==> src/rtl/injector_vnvc_request_queue.sv <==
// Per-(VN,VC) flit queues with downstream credit tracking for the injector arbiter.
// Requests come from registered state; a granted queue is popped and its flit registered out.
module injector_vnvc_request_queue #(
  parameter int NUM_VC      = 1,
  parameter int NUM_VN      = 3,
  parameter int FLIT_SIZE   = 64,
  parameter int FIFO_DEPTH  = 4,
  parameter int MAX_CREDITS = 4,
  localparam int NUM_VN_X_VC  = NUM_VC * NUM_VN,
  localparam int BITS_VN_X_VC = (NUM_VN_X_VC > 1) ? $clog2(NUM_VN_X_VC) : 1
) (
  input  logic                    clk,
  input  logic                    rst_p,
  input  logic [FLIT_SIZE-1:0]    flit_in,
  input  logic                    flit_in_valid,
  input  logic [BITS_VN_X_VC-1:0] flit_in_qid,
  output logic [NUM_VN_X_VC-1:0]  in_full,
  output logic [NUM_VN_X_VC-1:0]  request_vector,
  input  logic [NUM_VN_X_VC-1:0]  grant_vector,
  output logic [NUM_VN_X_VC-1:0]  grants_out,
  output logic [FLIT_SIZE-1:0]    flit_out,
  output logic                    flit_out_valid,
  output logic [BITS_VN_X_VC-1:0] flit_out_qid,
  input  logic [NUM_VN_X_VC-1:0]  credit_in,
  output logic                    credit_err
);

  localparam int NQ  = NUM_VN_X_VC;
  localparam int QW  = BITS_VN_X_VC;
  localparam int PW  = (FIFO_DEPTH > 2) ? $clog2(FIFO_DEPTH) : 1;
  localparam int CW  = $clog2(FIFO_DEPTH + 1);
  localparam int CRW = (MAX_CREDITS > 1) ? $clog2(MAX_CREDITS + 1) : 1;

  logic [FLIT_SIZE-1:0] mem_q [NQ][FIFO_DEPTH];

  logic [PW-1:0]  wr_ptr_q [NQ];
  logic [PW-1:0]  wr_ptr_d [NQ];
  logic [PW-1:0]  rd_ptr_q [NQ];
  logic [PW-1:0]  rd_ptr_d [NQ];
  logic [CW-1:0]  count_q  [NQ];
  logic [CW-1:0]  count_d  [NQ];
  logic [CRW-1:0] cr_q     [NQ];
  logic [CRW-1:0] cr_d     [NQ];

  logic                 credit_err_q, credit_err_d;
  logic                 flit_out_valid_q, flit_out_valid_d;
  logic [FLIT_SIZE-1:0] flit_out_q, flit_out_d;
  logic [QW-1:0]        flit_out_qid_q, flit_out_qid_d;
  logic [NQ-1:0]        grants_out_q, grants_out_d;

  logic          push_en;
  logic          serve_any;
  logic [QW-1:0] serve_idx;

  always_comb begin
    for (int i = 0; i < NQ; i++) begin
      request_vector[i] = (count_q[i] != '0) && (cr_q[i] != '0);
      in_full[i]        = (count_q[i] == CW'(FIFO_DEPTH));
    end
  end

  assign push_en = flit_in_valid && (int'(flit_in_qid) < NQ) && !in_full[flit_in_qid];

  // Scan from the top so the last hit is the lowest requesting granted index.
  always_comb begin
    serve_any = 1'b0;
    serve_idx = '0;
    for (int i = NQ - 1; i >= 0; i--) begin
      if (grant_vector[i] && request_vector[i]) begin
        serve_any = 1'b1;
        serve_idx = QW'(i);
      end
    end
  end

  always_comb begin
    credit_err_d     = credit_err_q;
    flit_out_valid_d = serve_any;
    flit_out_d       = flit_out_q;
    flit_out_qid_d   = flit_out_qid_q;
    grants_out_d     = '0;
    for (int i = 0; i < NQ; i++) begin
      logic push_i;
      logic pop_i;
      push_i      = push_en && (flit_in_qid == QW'(i));
      pop_i       = serve_any && (serve_idx == QW'(i));
      wr_ptr_d[i] = push_i ? wr_ptr_q[i] + PW'(1) : wr_ptr_q[i];
      rd_ptr_d[i] = pop_i  ? rd_ptr_q[i] + PW'(1) : rd_ptr_q[i];
      count_d[i]  = count_q[i];
      if (push_i && !pop_i) count_d[i] = count_q[i] + CW'(1);
      if (!push_i && pop_i) count_d[i] = count_q[i] - CW'(1);
      cr_d[i] = cr_q[i];
      if (pop_i && !credit_in[i]) begin
        cr_d[i] = cr_q[i] - CRW'(1);
      end else if (!pop_i && credit_in[i]) begin
        if (cr_q[i] == CRW'(MAX_CREDITS)) credit_err_d = 1'b1;
        else cr_d[i] = cr_q[i] + CRW'(1);
      end
    end
    if (serve_any) begin
      flit_out_d     = mem_q[serve_idx][rd_ptr_q[serve_idx]];
      flit_out_qid_d = serve_idx;
      grants_out_d   = NQ'(1) << serve_idx;
    end
  end

  // Storage has no reset; emptiness is carried entirely by the counters.
  always_ff @(posedge clk) begin
    if (push_en) mem_q[flit_in_qid][wr_ptr_q[flit_in_qid]] <= flit_in;
  end

  always_ff @(posedge clk or posedge rst_p) begin
    if (rst_p) begin
      for (int i = 0; i < NQ; i++) begin
        wr_ptr_q[i] <= '0;
        rd_ptr_q[i] <= '0;
        count_q[i]  <= '0;
        cr_q[i]     <= CRW'(MAX_CREDITS);
      end
      credit_err_q     <= 1'b0;
      flit_out_valid_q <= 1'b0;
      flit_out_q       <= '0;
      flit_out_qid_q   <= '0;
      grants_out_q     <= '0;
    end else begin
      wr_ptr_q         <= wr_ptr_d;
      rd_ptr_q         <= rd_ptr_d;
      count_q          <= count_d;
      cr_q             <= cr_d;
      credit_err_q     <= credit_err_d;
      flit_out_valid_q <= flit_out_valid_d;
      flit_out_q       <= flit_out_d;
      flit_out_qid_q   <= flit_out_qid_d;
      grants_out_q     <= grants_out_d;
    end
  end

  assign credit_err     = credit_err_q;
  assign flit_out_valid = flit_out_valid_q;
  assign flit_out       = flit_out_q;
  assign flit_out_qid   = flit_out_qid_q;
  assign grants_out     = grants_out_q;

endmodule

==> config.mk <==
export PLATFORM = sky130hd
export DESIGN_NAME = injector_vnvc_request_queue
export DESIGN_NICKNAME = d
export VERILOG_FILES = /design/src/rtl/injector_vnvc_request_queue.sv
export SDC_FILE = /design/constraint.sdc
export NUM_CORES = 1
export LEC_CHECK = 0
export CORE_UTILIZATION = 35
export CTS_CLUSTER_SIZE = 16
export DETAILED_ROUTE_END_ITERATION = 8
export GPL_TIMING_DRIVEN = 0
export PLACE_DENSITY = 0.57
export SYNTH_ARGS = -nofsm -noshare
export SYNTH_HDL_FRONTEND = slang
export SYNTH_SLANG_ARGS = --single-unit
==> constraint.sdc <==
create_clock -name clk -period 16.15 [get_ports clk]
set_input_delay 2.4225 -clock clk [delete_from_list [all_inputs] [get_ports clk]]
set_output_delay 2.4225 -clock clk [all_outputs]
set_load 0.02 [all_outputs]
* After elaboration in Yosys (flattened, before gate mapping)
Memory sizes are Yosys's and may differ from the RTL's. Cells that the tools add are included.
Storage, ports and cells: RAM bits 768, input port bits 75, register bits 101, logic and storage cells 161, memories kept 1, output and inout bits 77
Cells by class: order comparisons 7, bitwise gates (word level) 4, multiplexer cells 46, add/sub/neg operators 18, shifts and indexed selects 1, reductions and logical operators 54, equal/unequal tests 13
Memory list:
- mem_q | depth 3, width 256, rd ports 1, clocked after Yosys merged registers in 0, wr ports 1, line 34 | logic [FLIT_SIZE-1:0] mem_q [NQ][FIFO_DEPTH];
Operators with widths (count):
- 2-to-1 mux 256 bit | 1
- 2-to-1 mux 64 bit | 3
- binary-select mux 64 bit (select 2 bit) | 1
- demux 64 bit (select 2 bit) | 1
- 2-to-1 mux 3 bit | 16
- logical AND 1 bit | 27
- adder 3 x 1 -> 3 bit, second input constant | 6
- equality test 3 bit, second input constant | 6
- nonzero test 3 bit | 6
- subtractor 3 x 1 -> 3 bit, second input constant | 6
- 2-to-1 mux 1 bit | 14
- 2-to-1 mux 2 bit | 7
- adder 2 x 1 -> 2 bit, second input constant | 6
- greater-or-equal comparator 3 bit, second input constant | 4
- inverter 2 -> 3 bit | 4
- nonzero test 2 bit | 6
- zero test 1 bit | 10
- binary-select mux 2 bit (select 2 bit) | 2
- != test 2 bit, second input constant | 3
- AND reduction 2 bit | 3
- equality test 2 x 1 -> 1 bit, second input constant | 2
- equality test 2 bit, second input constant | 2
- zero test 2 bit | 2
- less-than comparator 2 x 3 -> 1 bit, second input constant | 1
- other kinds (4) | 4

* Longest topological paths before layout
word-level depth 18, mapped depth 15, depth with buffers taken out 11

* Worst setup path after synthesis
No wires, ideal clock.
path type input-to-reg, start input flit_in_qid[1], end memory mem_q[0][0] (netlist bit) (enable), buffers on the path 1, stages on the path 6, setup time 0.567 ns, arrival time 7.825 ns, path slack 7.758 ns, required time 15.583 ns, cells stage by stage clkbuf_1 a211oi_1 o21ai_0 nand2b_1 or2_2 nor3_1
On the way: longest elaborated chain between the ends 10, elaborated cells on any way between the ends 18, those cells by class order compare: 3; mux: 9; bitwise: 2; reduce/logical: 4
Ends and longest elaborated chain:
- from (decl) | line 16 | input logic [BITS_VN_X_VC-1:0] flit_in_qid,
- inverter 2 -> 3 bit (not written as such) | line 109 | if (push_en) mem_q[flit_in_qid][wr_ptr_q[flit_in_qid]] <= flit_in;
- binary-select mux 2 bit (select 2 bit) | line 109
- 2-to-1 mux 2 bit (not written as such) (2 in series) | line 109
- inverter 2 -> 3 bit (not written as such) | line 109
- greater-or-equal comparator 3 bit (not written as such) or less-than comparator 3 x 1 -> 1 bit (tied branches) | line 109
- logical AND 1 bit (not written as such) | line 109
- 2-to-1 mux 64 bit (not written as such) | line 109
- demux 64 bit (select 2 bit) | line 109
- 2-to-1 mux 256 bit (not written as such) | line 109
- to (decl) | line 34
Parallel ways exist; a longest one is shown, timed or not. The select of a mux whose other input is x is not followed.

* Worst setup path in the final report
start input grant_vector[1], end register cr_q[5] (netlist bit)
On the way: longest elaborated chain between the ends 9, elaborated cells on any way between the ends 14, those cells by class eq/ne: 2; mux: 5; reduce/logical: 7
Ends and longest elaborated chain:
- from (decl) | line 19 | input logic [NUM_VN_X_VC-1:0] grant_vector,
- logical AND 1 bit * | line 69 | if (grant_vector[i] && request_vector[i]) begin
- 2-to-1 mux 2 bit (2 in series) | line 69
- equality test 2 x 1 -> 1 bit | line 86 | pop_i = serve_any && (serve_idx == QW'(i));
- logical AND 1 bit * | line 86
- zero test 1 bit | line 95 | end else if (!pop_i && credit_in[i]) begin
- logical AND 1 bit | line 95
- nonzero test 2 bit (no line)
- AND reduction 2 bit (no line)
- to (signal, indexed assignment) | line 118 | cr_q[i] <= CRW'(MAX_CREDITS);
- to (signal assigned) | line 129 | cr_q <= cr_d;
- to (decl) | line 42 | logic [CRW-1:0] cr_q [NQ];
Every way passes the cells marked *; elsewhere a longest branch is shown, timed or not. A chain may end at the register's enable or synchronous reset.

==> flow_metrics.tcl <==
set metrics [dict create \
    p_leak_nw 13.6 \
    clk_pin_slew_ns 0.06 \
    die_h_um 312 \
    grt_pass1_vias 21900 \
    critical_path_class "in2reg" \
    syn-num-nets 2406 \
    finalSetupTns_ns 0 \
    use_met1_pct 25.5 \
    cts-root-buf "clkbuf_16" \
    final_util_pct 42.8 \
    grt_usage_pct 20.1 \
    setup_viol_count_final 0 \
    die_w_um 312 \
    crit_required_ns 16.73 \
    rsz0062_at_grt "no" \
    io_pins 152 \
    viasPerCell 5.41 \
    grt_use_met2_pct 34.8 \
    finalHoldViolations 0 \
    grt_pass1_wl_mm 145 \
    clockPowerShare_pct 28.4 \
    multiInputGateArea_um2 7260 \
    max_cap_violations 0 \
    synth-seq-cells 869 \
    seqPwrFrac_pct 37.0 \
    clock_sinks 869 \
    synth_top_cell_by_area "edfxtp_1" \
    critical_path_arrival_ns 6.40 \
    seq_area_um2 25600 \
    num-fill-cells 8501 \
    io_buffers 151 \
    core_um2 95200 \
    dp_hpwl_mm 65.6 \
    cts_setup_buffers 0 \
    grt_max_degree 73 \
    wirelength_mm 98.5 \
    drt_iter0_drc 2004 \
    globalRoute.busiestLayer "met2" \
    end_kind "flop" \
    numCtsBuffers 92 \
    yosysSeqAreaShare_pct 76.1 \
    tritoncts "done" \
    tightest_slew_ns 1.18 \
    drt_pass1_iterations 5 \
    total_power_mw 7.53 \
    routabilityCongestion 0.785 \
    die-area_um2 97300 \
    synth-edff-count 768 \
    max_freq_mhz 172 \
    initial_utilization_pct 35.3 \
    cts_hold_buffers 0 \
    nets 2704 \
    skew_ns 0.0245 \
    min_period_ns 5.82 \
    p_sw_share_pct 37.0 \
    yosysWarnings 0 \
    status "complete, no violations" \
    final_common_cell "edfxtp_1" \
    antenna_found_initial 6 \
    slew_headroom_pct 21.5 \
    htreeDepth 3 \
    final-max-slew-violation-count 0 \
    fin_crit_sh_pct 36.0 \
    synth_top_area_share_pct 68.6 \
    ant_nets 0 \
    layout-drive-gt1-share_pct 11.0 \
    ir_drop_uv 103 \
    final.setup.worst_slack_ns 10.33 \
    hold_class "reg2reg" \
    critPathMaxFanout 12 \
    p_int_mw 4.75 \
    synth_area_leaders "edfxtp_1, dfrtp_1, nand2_1" \
    crit_path_start_kind "input port" \
    syn_area_um2 33600 \
    std_cell_rows 113 \
    met3_usage_pct 3.95 \
    grt_overflow_total 0 \
    power_frac_comb_pct 34.6 \
    avgSynthCellArea_um2 14.5 \
    cts_buffer_depth 3 \
    async_flop_share_pct 11.6 \
    cts_resized 0 \
    clock_latency_ns 0.67 \
    synthFlopType "edfxtp_1" \
    holdWs_ns 0.473 \
    syn2layout_area_growth_pct 21.2 \
    p_switching_mw 2.79 \
    yosysUniqueCellTypes 54 \
    dp_slack_ns 9.65 \
    drc 0 \
    vias 21400 \
    powerDensity_nw_per_um2 185 \
    wl_per_cell_um 24.9 \
    syn_inst 2316 \
    most-common-layout-cells "edfxtp_1, nand2_1, clkdlybuf4s50_1" \
]
flip-flops by register name, indices dropped and copies added, names as in the netlist:
name            cells
flit_out_qid        2
grants_out          3
cr_q                9
flit_out_valid      1
wr_ptr_q            6
count_q             9
flit_out           64
credit_err          1
rd_ptr_q            6
mem_q             768
cells in the mapped netlist (41+ instances only):
library cell	n
nand2_1	327
o21ai_1	71
edfxtp_1	768
buf_2	52
o22ai_1	114
a21oi_1	46
a32oi_1	72
mux2i_1	41
nand3_1	139
dfrtp_1	98
a211oi_1	114
nor2_1	138
clkbuf_1	87
per-stage QoR:
step | cells | area [um^2]
5_1_grt | 3957 | 40700
3_5_place_dp | 3785 | 37700
4_1_cts | 3957 | 40700
6_report | 3959 | 40700
2_1_floorplan | 2316 | 33600
3_3_place_gp | 3732 | 36700
worst paths after layout:
path | start | to | slack (ns) | cells after the start
max in group asynchronous | rst_p | flit_out[57]$_DFFE_PP0P_ | 13.20 | 3
worst max-delay path | grant_vector[1] | cr_q[5]$_DFFE_PP1P_ | 10.33 | 13
worst max register to register | cr_q[6]$_DFFE_PP0P_ | cr_q[5]$_DFFE_PP1P_ | 12.15 | 13
worst min register to register | rd_ptr_q[5]$_DFFE_PP0P_ | rd_ptr_q[5]$_DFFE_PP0P_ | 0.47 | 1
worst min-delay path | rd_ptr_q[5]$_DFFE_PP0P_ | rd_ptr_q[5]$_DFFE_PP0P_ | 0.47 | 1
min in group asynchronous | rst_p | grants_out[2]$_DFF_PP0_ | 2.14 | 2
power by group through the flow:
| stage | Combinational, mW | Clock [mW] | Sequential (mW) |
|---|---|---|---|
| floorplan | 1.41 | 0 | 2.89 |
| global route | 2.81 | 2.26 | 2.81 |
| global placement | 2.53 | 0 | 2.84 |
| detailed placement | 2.61 | 0 | 2.83 |
| CTS | 2.62 | 2.17 | 2.79 |
| finish | 2.60 | 2.14 | 2.79 |
cells by family (layout without fill, tap and decap cells):
family | count (synthesis) | in the layout | share of synthesized area (%)
muxes | 41 | 41 | 1.22
and+or+nand+nor | 674 | 674 | 8.67
xor gates and xnor gates | 21 | 21 | 0.547
buffers and inverters | 194 | 570 | 2.55
DFF | 869 | 869 | 76.1
AOI/OAI and AO/OA | 502 | 502 | 10.2
adders and majority gates | 15 | 15 | 0.692
other | 0 | 2 | 0
cell type report:
| class | count | area share (%) |
|---|---|---|
| well taps | 1265 | 3.88 |
| clock buffers | 117 | 6.15 |
| inverters | 34 | 0.326 |
| plain buffers | 160 | 1.79 |
| repair buffers | 204 | 5.78 |
| diodes | 2 | 0.0123 |
| flip-flops and latches | 869 | 62.8 |
| clock inverters | 55 | 1.42 |
| multi-input cells | 1253 | 17.8 |
critical path, cell delays in order:
cell and delay, ns:
clkdlybuf4s50_1 0.66, nor3b_2 0.56, nand2_1 0.37, inv_2 0.16, buf_2 0.33, buf_2 0.47, ha_1 0.33, inv_1 0.12
fa_1 0.45, a211oi_1 0.19, a21oi_1 0.06, o21ai_0 0.14, o31ai_1 0.09
metal layers:
metal  wire (um)  part of all wire, %
met5          74                0.075
met4        2400                  2.4
met3        7140                  7.2
met2       49600                   50
met1       39300                   40
Power figures use the tool's default switching activity.
